File: src/rtl/spi_pkg.sv
// rtl/spi_pkg.sv - shared widths, idle fill byte and state encoding for the SPI slave responder
package spi_pkg;
    localparam int         SPI_DATA_WIDTH  = 8;
    localparam int         SPI_SYNC_STAGES = 2;
    localparam logic [7:0] SPI_IDLE_FILL   = 8'h00;

    typedef enum logic {
        IDLE   = 1'b0,
        ACTIVE = 1'b1
    } spi_state_e;
endpackage

File: src/rtl/spi_pin_sync.sv
// rtl/spi_pin_sync.sv - multi-flop pin synchronizer with rise/fall pulses for one asynchronous SPI pin
module spi_pin_sync
    import spi_pkg::*;
#(
    parameter int   STAGES    = SPI_SYNC_STAGES,
    parameter logic RESET_VAL = 1'b0
) (
    input  logic clk,
    input  logic rst,
    input  logic din,
    output logic level,
    output logic rise,
    output logic fall
);
    logic [STAGES-1:0] sync_q;
    logic              hist_q;

    always_ff @(posedge clk or negedge rst) begin
        if (!rst) begin
            sync_q <= {STAGES{RESET_VAL}};
            hist_q <= RESET_VAL;
        end else begin
            sync_q <= {sync_q[STAGES-2:0], din};
            hist_q <= sync_q[STAGES-1];
        end
    end

    assign level = sync_q[STAGES-1];
    assign rise  = level & ~hist_q;
    assign fall  = ~level & hist_q;
endmodule

File: src/rtl/spi_slave_responder.sv
// rtl/spi_slave_responder.sv - SPI mode-0 slave with single-entry TX buffer and RX byte strobe
module spi_slave_responder
    import spi_pkg::*;
#(
    parameter int                    DATA_WIDTH  = SPI_DATA_WIDTH,
    parameter int                    SYNC_STAGES = SPI_SYNC_STAGES,
    parameter logic [DATA_WIDTH-1:0] IDLE_FILL   = DATA_WIDTH'(SPI_IDLE_FILL)
) (
    input  logic                  clk,
    input  logic                  rst,
    input  logic                  sclk,
    input  logic                  cs_n,
    input  logic                  mosi,
    output logic                  miso,
    output logic                  miso_oe,
    input  logic [DATA_WIDTH-1:0] tx_data,
    input  logic                  tx_load,
    output logic                  tx_ready,
    output logic [DATA_WIDTH-1:0] rx_data,
    output logic                  rx_valid,
    output logic                  tx_underrun,
    output logic                  busy
);
    localparam int               CNT_W    = $clog2(DATA_WIDTH);
    localparam logic [CNT_W-1:0] LAST_BIT = CNT_W'(DATA_WIDTH - 1);

    logic sclk_level_unused, sclk_rise, sclk_fall;
    logic cs_level, cs_rise, cs_fall;
    logic mosi_sync, mosi_rise_unused, mosi_fall_unused;

    spi_pin_sync #(.STAGES(SYNC_STAGES), .RESET_VAL(1'b0)) u_sclk_sync (
        .clk(clk), .rst(rst), .din(sclk),
        .level(sclk_level_unused), .rise(sclk_rise), .fall(sclk_fall)
    );
    spi_pin_sync #(.STAGES(SYNC_STAGES), .RESET_VAL(1'b1)) u_cs_sync (
        .clk(clk), .rst(rst), .din(cs_n),
        .level(cs_level), .rise(cs_rise), .fall(cs_fall)
    );
    spi_pin_sync #(.STAGES(SYNC_STAGES), .RESET_VAL(1'b0)) u_mosi_sync (
        .clk(clk), .rst(rst), .din(mosi),
        .level(mosi_sync), .rise(mosi_rise_unused), .fall(mosi_fall_unused)
    );

    spi_state_e state_q, state_d;

    always_ff @(posedge clk or negedge rst) begin
        if (!rst) state_q <= IDLE;
        else      state_q <= state_d;
    end

    always_comb begin
        state_d = state_q;
        case (state_q)
            IDLE:    if (cs_fall) state_d = ACTIVE;
            ACTIVE:  if (cs_rise) state_d = IDLE;
            default: state_d = IDLE;
        endcase
    end

    logic                  active, frame_start, sample, launch, reload;
    logic [DATA_WIDTH-1:0] tx_shift_q, tx_buf_q;
    logic                  tx_full_q;
    logic [DATA_WIDTH-2:0] rx_shift_q;
    logic [CNT_W-1:0]      bit_cnt_q;

    // A cs_n rise in the same cycle as an sclk edge suppresses that edge.
    assign active      = (state_q == ACTIVE);
    assign frame_start = (state_q == IDLE) && cs_fall;
    assign sample      = active && sclk_rise && !cs_rise;
    assign launch      = active && sclk_fall && !cs_rise;
    assign reload      = frame_start || (launch && bit_cnt_q == '0);

    always_ff @(posedge clk or negedge rst) begin
        if (!rst) begin
            tx_shift_q  <= '0;
            tx_buf_q    <= '0;
            tx_full_q   <= 1'b0;
            rx_shift_q  <= '0;
            bit_cnt_q   <= '0;
            rx_data     <= '0;
            rx_valid    <= 1'b0;
            tx_underrun <= 1'b0;
        end else begin
            rx_valid    <= 1'b0;
            tx_underrun <= 1'b0;

            // Consumption looks at the buffer state before any same-cycle load.
            if (reload) begin
                if (tx_full_q) begin
                    tx_shift_q <= tx_buf_q;
                    tx_full_q  <= 1'b0;
                end else begin
                    tx_shift_q  <= IDLE_FILL;
                    tx_underrun <= 1'b1;
                end
            end else if (launch) begin
                tx_shift_q <= tx_shift_q << 1;
            end

            if (tx_load && !tx_full_q) begin
                tx_buf_q  <= tx_data;
                tx_full_q <= 1'b1;
            end

            if (frame_start || (active && cs_rise)) begin
                bit_cnt_q <= '0;
            end else if (sample) begin
                rx_shift_q <= {rx_shift_q[DATA_WIDTH-3:0], mosi_sync};
                if (bit_cnt_q == LAST_BIT) begin
                    bit_cnt_q <= '0;
                    rx_data   <= {rx_shift_q, mosi_sync};
                    rx_valid  <= 1'b1;
                end else begin
                    bit_cnt_q <= bit_cnt_q + CNT_W'(1);
                end
            end
        end
    end

    assign miso     = active & tx_shift_q[DATA_WIDTH-1];
    assign miso_oe  = active;
    assign tx_ready = ~tx_full_q;
    assign busy     = ~cs_level;
endmodule

File: config.mk
export PLATFORM = sky130hd
export DESIGN_NAME = spi_slave_responder
export DESIGN_NICKNAME = d
export VERILOG_FILES = /design/src/rtl/spi_pkg.sv /design/src/rtl/spi_pin_sync.sv /design/src/rtl/spi_slave_responder.sv
export SDC_FILE = /design/constraint.sdc
export NUM_CORES = 1
export LEC_CHECK = 0
export CORE_MARGIN = 5
export CORE_UTILIZATION = 65
export CTS_CLUSTER_SIZE = 20
export DETAILED_ROUTE_END_ITERATION = 12
export DONT_BUFFER_PORTS = 1
export PLACE_DENSITY = 0.81
export SYNTH_ARGS = -nofsm -noshare
export SYNTH_HDL_FRONTEND = slang
export SYNTH_SLANG_ARGS = --single-unit
File: constraint.sdc
create_clock -name clk -period 3.7 [get_ports clk]
set_input_delay 0.74 -clock clk [delete_from_list [all_inputs] [get_ports clk]]
set_output_delay 0.74 -clock clk [all_outputs]
set_load 0.005 [all_outputs]
[Yosys cells after proc, flatten, opt, wreduce, memory -nomap -nowiden]
Index checks and enable logic that the tools add are counted.
W data, S select, Z words.
Word-level totals
  input port bits: 14
  register bits after elaboration: 46
Operators by class
  mux-type cells: 16
  $add $sub $neg: 1
  eq/ne operators: 1
  reductions and logical operators: 18
  bitwise operators: 12
Operators with widths (count)
  $mux W8: 3
  $mux W1: 9
  $mux W3: 3
  $logic_and A1 B1 Y1: 8
  $not A1 Y1: 7
  $reduce_bool A2 Y1: 3
  $and A1 B1 Y1: 5
  $add A3 B1 Y3 const B: 1
  $eq A3 B3 Y1 const B: 1
  $logic_not A3 Y1: 1
  $reduce_and A3 Y1: 1
  $logic_not A1 Y1: 2
  $logic_or A1 B1 Y1: 2
  $pmux W1 S2: 1
  $reduce_and A2 Y1: 1

[Logic depth before layout (Yosys ltp)]
Gate-level depths: netlist (run 1).
  depth in word-level cells: 8
  depth in mapped cells: 5
  depth with buffers taken out: 5

[Modules after synthesis]
Synthesis (run 1) repeated with hierarchy kept, for this count alone.
Unflattened totals
  cells, all modules: 145
  area total of the unflattened synthesis: 1914.3 um2
By module, submodules not included
  spi_slave_responder: sequential area each 950.9 um2, cells each 130, instances 1, area an instance 1640.3 um2
  spi_pin_sync (u_mosi_sync ...): sequential area each 75.1 um2, cells each 5, instances 2, area an instance 90.1 um2
  spi_pin_sync (u_cs_sync): sequential area each 78.8 um2, cells each 5, instances 1, area an instance 93.8 um2

[Worst setup path before layout (run 1)]
OpenSTA, ideal clock, no wires.
  kind: input to register
  start point: input port tx_load
  end point: register tx_buf_q[0]
  setup slack: 2.093 ns
  cell stages on the path: 3
  arrival: 1.482 ns
  path buffers: 1
  library setup time: 0.125 ns
  cell sequence: nor2b_1 -> clkbuf_1 -> mux2_2
Between the ends
  word-level cells in the longest chain between the ends: 1
Ends and longest elaborated chain
  start: declaration: RTL line spi_slave_responder.sv:17  | input logic tx_load,
  $logic_and A1 B1 Y1: RTL line spi_slave_responder.sv:100  | if (tx_load && !tx_full_q) begin
  end signal: assignment: RTL line spi_slave_responder.sv:101  | tx_buf_q <= tx_data;
  end: declaration: RTL line spi_slave_responder.sv:61  | logic [DATA_WIDTH-1:0] tx_shift_q, tx_buf_q;
Every way passes these cells.
A chain may end at the register's enable or synchronous reset.

[Final worst setup path (run 1)]
  start point: register u_cs_sync.hist_q
  end point: register rx_data[7]
Between the ends
  word-level cells in the longest chain between the ends: 6
Ends and longest elaborated chain
  start: declaration: RTL line spi_pin_sync.sv:16  | logic hist_q;
  start signal: assignment: RTL line spi_pin_sync.sv:24  | hist_q <= sync_q[STAGES-1];
  $not A1 Y1: RTL line spi_pin_sync.sv:29  | assign rise = level & ~hist_q;
  $and A1 B1 Y1: RTL line spi_pin_sync.sv:29
  $logic_and A1 B1 Y1: RTL line spi_slave_responder.sv:105  | if (frame_start || (active && cs_rise)) begin
  $logic_or A1 B1 Y1: RTL line spi_slave_responder.sv:105
  $not A1 Y1 (no line)
  $reduce_and A3 Y1 (no line) (*)
  end signal: assignment: RTL line spi_slave_responder.sv:111  | rx_data <= {rx_shift_q, mosi_sync};
  end: declaration: RTL line spi_slave_responder.sv:19  | output logic [DATA_WIDTH-1:0] rx_data,
Mark *: on every way between the ends. The rest lies on a longest branch, timed or not.

==> results.json, run 1 <==
{
  "gr-total-overflow": 0,
  "slowest_delay_ns": 0.60,
  "ctsResizeCount": 0,
  "rrSetupSlack_ns": 1.75,
  "required_ns": 3.94,
  "cp_max_fo": 13,
  "drv_slew": 0,
  "n_antenna_cell": 0,
  "drc_errors": 0,
  "fin_crit_sh_pct": 52.80,
  "start_util_pct": 68.24,
  "htree_levels": 2,
  "insertion_delay_ns": 0.34,
  "numCtsBuffers": 5,
  "cts.sinks": 46,
  "ys.warnings.count": 0,
  "cts.repair_timing.setup_buffer_count": 0,
  "reg2reg_from": "u_cs_sync.hist_q",
  "fill_cells": 192,
  "netlist_area_sq_um": 1898,
  "grt_pass1_vias": 1027,
  "total_leakage_power_nw": 0.9806,
  "clock-root-buffer": "clkbuf_4",
  "worstSetupPathType": "register to register",
  "setup.worst_path.end_class": "register",
  "ys_ff_latch": 46,
  "detail_route.first_pass.iterations": 3,
  "path_clk_slew_ns": 0.12,
  "ys_seq_area_share_pct": 60.84,
  "die_y_microns": 64.04,
  "timing.rr.end": "rx_data[7]",
  "cp-startpoint": "u_cs_sync.hist_q",
  "cts_tree": "built",
  "vias": 965,
  "drive_gt1_share_pct": 31.39,
  "coreArea_sq_um": 2781,
  "grt_usage_pct": 15.73,
  "core.rowCount": 19,
  "tightest_slew_ns": 0.6641,
  "dp_hpwl_microns": 2048,
  "min_period_ns": 1.954,
  "drt_iter0_markers": 26,
  "die_area_sq_um": 4101,
  "skew_ns": 0.008166,
  "vdd_drop_max_uv": 568.7,
  "worstHoldPathType": "input port to asynchronous set/reset pin",
  "die_w_microns": 64.04,
  "fmaxAchievable_ghz": 0.5119,
  "antenna_left": 0,
  "antenna_found_initial": 0,
  "numPortBuffers": 0,
  "rsz0062_at_grt": "false",
  "avgSynthCellArea_sq_um": 14.38,
  "grt_max_degree": 47,
  "startpoint_type": "register",
  "finalSetupViolCount": 0,
  "multiInputGateArea_sq_um": 683.2,
  "cts_max_path_buffers": 2,
  "cp_cell_sequence": "nand2b_1 -> and4b_1 -> nand2_2 -> mux2_2",
  "place.gp.congestion": 0.6884,
  "grt_first_pass_wirelength_microns": 5030,
  "cp_slowest_cell": "dfstp_2",
  "ff_latch_area_sq_um": 1155,
  "wl_per_cell_microns": 16.63,
  "status": "completed",
  "maxSlewHeadroom_pct": 55.63,
  "fin_setup_tns_ns": 0,
  "layoutNonFillerInstCount": 168,
  "nets": 153,
  "ios": 28,
  "hold_viol": 0,
  "place_inst": 160,
  "wirelength_microns": 2793,
  "ff2ff_path_depth": 4,
  "powerDensity_nw_per_um2": 619.9,
  "synth_cells": 132,
  "arrival_ns": 2.19,
  "ys_types": 25,
  "drv_cap": 0,
  "cts-hold-fix-buffers": 0,
  "synth_nets": 149,
  "syn_to_final_growth_pct": 5.405,
  "viasPerCell": 5.744
}
==> where the power goes <==
part           internal (mW)  switching, mW  leakage (nW)
clock network          0.130          0.146        0.0446
logic                  0.154          0.100         0.362
registers              0.632         0.0784         0.574
total                  0.915          0.325         0.981
==> cells in the final DEF (no fill, tap or decap) <==
master	Yosys	routed
dfrtp_1	43	43
mux2_2	28	28
inv_1	12	12
mux2i_1	10	10
nand2_1	6	6
clkbuf_4	0	5
and2_1	4	4
nand2b_1	3	3
ha_1	3	3
clkbuf_8	0	3
dfstp_2	3	3
a2bb2oi_4	2	2
nor2_1	2	2
a22o_1	2	2
maj3_1	1	1
and4b_1	1	1
nand2_2	1	1
nand3b_1	1	1
nand2b_4	1	1
nor3_1	1	1
nor2b_1	1	1
o22a_1	1	1
o22ai_1	1	1
a21o_1	1	1
a21oi_1	1	1
==> flip-flops by register name, indices dropped and copies added, names as in the netlist <==
name                flops
rx_data                 8
tx_buf_q                8
tx_shift_q              8
rx_shift_q              7
bit_cnt_q               3
u_cs_sync.sync_q        2
u_mosi_sync.sync_q      2
u_sclk_sync.sync_q      2
miso_oe                 1
rx_valid                1
tx_full_q               1
tx_underrun             1
u_cs_sync.hist_q        1
u_sclk_sync.hist_q      1
==> worst max-delay path by stage <==
stage	depth (start not counted)	slack (ns)	end
after floorplan	3	2.09	tx_buf_q[0]
final	4	1.75	rx_data[7]
after global routing	4	1.63	rx_data[7]
after CTS	4	1.75	rx_data[7]
after global placement	4	1.85	rx_data[7]
after detailed placement	4	1.78	rx_data[7]
==> routing by layer <==
| layer | track usage (%) | vias up | routed length, microns |
|---|---|---|---|
| met4 | 7.013 | 0 | 62 |
| met5 | 0 | - | 0 |
| li1 | - | 456 | - |
| met1 | 19.06 | 484 | 1152 |
| met3 | 5.429 | 7 | 133 |
| met2 | 25.38 | 18 | 1444 |
==> synth_stat cells <==
| library cell | number | area, sq um |
|---|---|---|
| a21oi_1 | 1 | 5.000 |
| nand2b_4 | 1 | 13.76 |
| clkbuf_1 | 2 | 7.510 |
| o22a_1 | 1 | 8.760 |
| buf_4 | 1 | 7.510 |
| a22o_1 | 2 | 17.52 |
| nor2_1 | 2 | 7.510 |
| nand3b_1 | 1 | 7.510 |
| mux2i_1 | 10 | 100.1 |
| nand2b_1 | 3 | 18.77 |
| nor2b_1 | 1 | 6.260 |
| and4b_1 | 1 | 10.01 |
| nand2_1 | 6 | 22.52 |
| maj3_1 | 1 | 10.01 |
| and2_1 | 4 | 25.02 |
| dfstp_2 | 3 | 78.83 |
| mux2_2 | 28 | 315.3 |
| ha_1 | 3 | 37.54 |
| nor3_1 | 1 | 5.000 |
| dfrtp_1 | 43 | 1076 |
| a2bb2oi_4 | 2 | 52.55 |
| a21o_1 | 1 | 7.510 |
| nand2_2 | 1 | 6.260 |
| o22ai_1 | 1 | 6.260 |
| inv_1 | 12 | 45.04 |
==> kinds of logic (layout without fill, tap and decap cells) <==
logic type                 count (synthesis)  in the layout  synth area share (%)
DFF                                       46             46                 60.84
muxes                                     38             38                 21.89
and+or+nand+nor                           21             21                 6.460
buffers and inverters                     15             20                 3.164
AOI/OAI and AO/OA                          8              8                 5.142
adders and majority gates                  4              4                 2.505
==> area by class of cell <==
cell class / count / area share, %
sequential: 46 / 57.72
multi-input combinational: 71 / 34.15
clock buffer: 8 / 3.940
inverter: 12 / 2.251
tap: 31 / 1.939
==> worst max-delay path: cells and delay by family (launching register included) <==
kind	cells	cell delay, ns
muxes	1	0.34
and+or+nand+nor	3	0.92
DFF	1	0.60
==> per-stage QoR <==
stage	power [mW]	setup slack (ns)	hold slack (ns)	utilization (%)	area, sq um
final	1.240	1.746	0.06937	71.93	2001
after global routing	1.327	1.634	0.03176	71.93	2001
after CTS	1.253	1.751	0.05483	71.93	2001
after detailed placement	0.9798	1.778	0.3347	69.10	1922
after global placement	0.9559	1.854	0.3324	69.10	1922
after floorplan	0.9195	2.093	0.3312	-	1898
(Power assumes the default switching activity.)
==> run 2: changes to the inputs <==
Settings changed: CORE_UTILIZATION 65 to 61, PLACE_DENSITY 0.81 to 0.77.
Clock period 3.7 ns to 2.05 ns, I/O delays scaled along.
==> results.json, run 2 (synthesis gave the netlist of run 1 again) <==
{
  "startpoint_type": "register",
  "powerDensity_nw_per_um2": 1102,
  "syn_to_final_growth_pct": 8.833,
  "fmaxAchievable_ghz": 0.5728,
  "cts-hold-fix-buffers": 2,
  "antenna_left": 0,
  "cts_max_path_buffers": 2,
  "mostFrequentLayoutCell": "dfrtp_1",
  "cts.repair_timing.setup_buffer_count": 0,
  "wirelength_microns": 2753,
  "slowest_delay_ns": 0.60,
  "grt_first_pass_wirelength_microns": 4823,
  "mostFrequentLayoutCells": "43 x dfrtp_1, 28 x mux2_2, 12 x inv_1",
  "cts_tree": "built",
  "cp_max_fo": 7,
  "grt_max_degree": 47,
  "drv_slew": 0,
  "power.total_mw": 2.277,
  "grt_usage_pct": 14.92,
  "numCtsBuffers": 5,
  "fin_crit_sh_pct": 85.17,
  "dp_hpwl_microns": 1944,
  "drv_cap": 0,
  "die_area_sq_um": 4327,
  "drc_errors": 0,
  "cts.sinks": 46,
  "coreArea_sq_um": 3028,
  "ctsResizeCount": 0,
  "status": "completed",
  "rsz0062_at_grt": "false",
  "gr-total-overflow": 0,
  "drt_iter0_markers": 23,
  "place.gp.congestion": 0.7087,
  "start_util_pct": 62.69,
  "finalSetupViolCount": 0,
  "power_frac_seq_pct": 55.9,
  "wl_per_cell_microns": 14.88,
  "p_sw_mw": 0.5913,
  "vdd_drop_max_uv": 810.2,
  "worstHoldPathType": "input port to register",
  "skew_ns": 0.006836,
  "ios": 28,
  "core.rowCount": 20,
  "crit_family": "flip-flops",
  "arrival_ns": 1.99,
  "viasPerCell": 5.211,
  "min_period_ns": 1.746,
  "tightest_slew_ns": 0.4050,
  "drive_gt1_share_pct": 31.21,
  "required_ns": 2.29,
  "cp_cell_sequence": "nand2b_1 -> and4b_1 -> buf_4 -> mux2_2",
  "hold_viol": 0,
  "n_antenna_cell": 0,
  "top_regs": "rx_data: 8 flops, tx_buf_q: 8 flops, tx_shift_q: 8 flops",
  "nets": 157,
  "htree_levels": 2,
  "total_leakage_power_nw": 1.003,
  "p_int_mw": 1.685,
  "setup.worst_path.end_class": "register",
  "numPortBuffers": 0,
  "clock_power_share_pct": 22.9,
  "combPwrFrac_pct": 21.2,
  "crit_buf_inv": 1,
  "cp_slowest_cell": "dfstp_2",
  "p_sw_share_pct": 25.97,
  "worstSetupPathType": "register to register",
  "die_y_microns": 65.78,
  "die_w_microns": 65.78,
  "path_clk_slew_ns": 0.12,
  "fin_setup_tns_ns": 0,
  "insertion_delay_ns": 0.35,
  "clock-root-buffer": "clkbuf_4",
  "maxSlewHeadroom_pct": 73.00,
  "antenna_found_initial": 0,
  "vias": 964,
  "grt_pass1_vias": 1027,
  "detail_route.first_pass.iterations": 4
}
-- run 2: power by group through the flow --
| stage | logic (mW) | registers [mW] | clock network, mW |
|---|---|---|---|
| after detailed placement | 0.464 | 1.30 | 0 |
| after global routing | 0.544 | 1.30 | 0.575 |
| after floorplan | 0.417 | 1.24 | 0 |
| after global placement | 0.442 | 1.29 | 0 |
| after CTS | 0.492 | 1.28 | 0.538 |
| final | 0.482 | 1.27 | 0.521 |
-- run 2: path summary, 6_finish.rpt --
kind                                           from  cells past startpoint             endpoint  slack, ns
worst max-delay path               u_cs_sync.hist_q                      4        rx_shift_q[2]       0.30
worst min-delay path                           cs_n                      0  u_cs_sync.sync_q[0]       0.05
worst max register to register     u_cs_sync.hist_q                      4        rx_shift_q[2]       0.30
worst min register to register  u_cs_sync.sync_q[0]                      0  u_cs_sync.sync_q[1]       0.37
max in group asynchronous                       rst                      2  u_cs_sync.sync_q[1]       1.24
min in group asynchronous                       rst                      2        tx_shift_q[7]       0.55
-- run 2: layout make-up --
class	count	area, sq um
clock inverter	1	30.03
clock buffer	7	45.04
tap	44	55.05
inverter	12	45.04
fill	220	962.2
sequential	46	1155
multi-input combinational	71	683.2
timing repair buffer	4	52.55
-- run 2: stage by stage --
step / cells / utilization, % / setup WS [ns] / cell area (sq um) / hold slack (ns)
after floorplan: 132 / - / 0.4958 / 1898 / 0.1144
after global placement: 175 / 64.50 / 0.3915 / 1953 / 0.1158
after detailed placement: 175 / 64.50 / 0.3219 / 1953 / 0.1156
after CTS: 185 / 68.22 / 0.3031 / 2066 / 0.03897
after global routing: 185 / 68.22 / 0.2276 / 2066 / 0.02288
final: 185 / 68.22 / 0.3041 / 2066 / 0.04772
-- run 2: layer usage --
metal | vias to the layer above | wire, microns | track usage [%]
met3 | 5 | 152 | 5.782
met5 | - | 0 | 0
li1 | 464 | - | -
met2 | 18 | 1367 | 24.16
met1 | 477 | 1192 | 18.36
met4 | 0 | 41 | 4.663
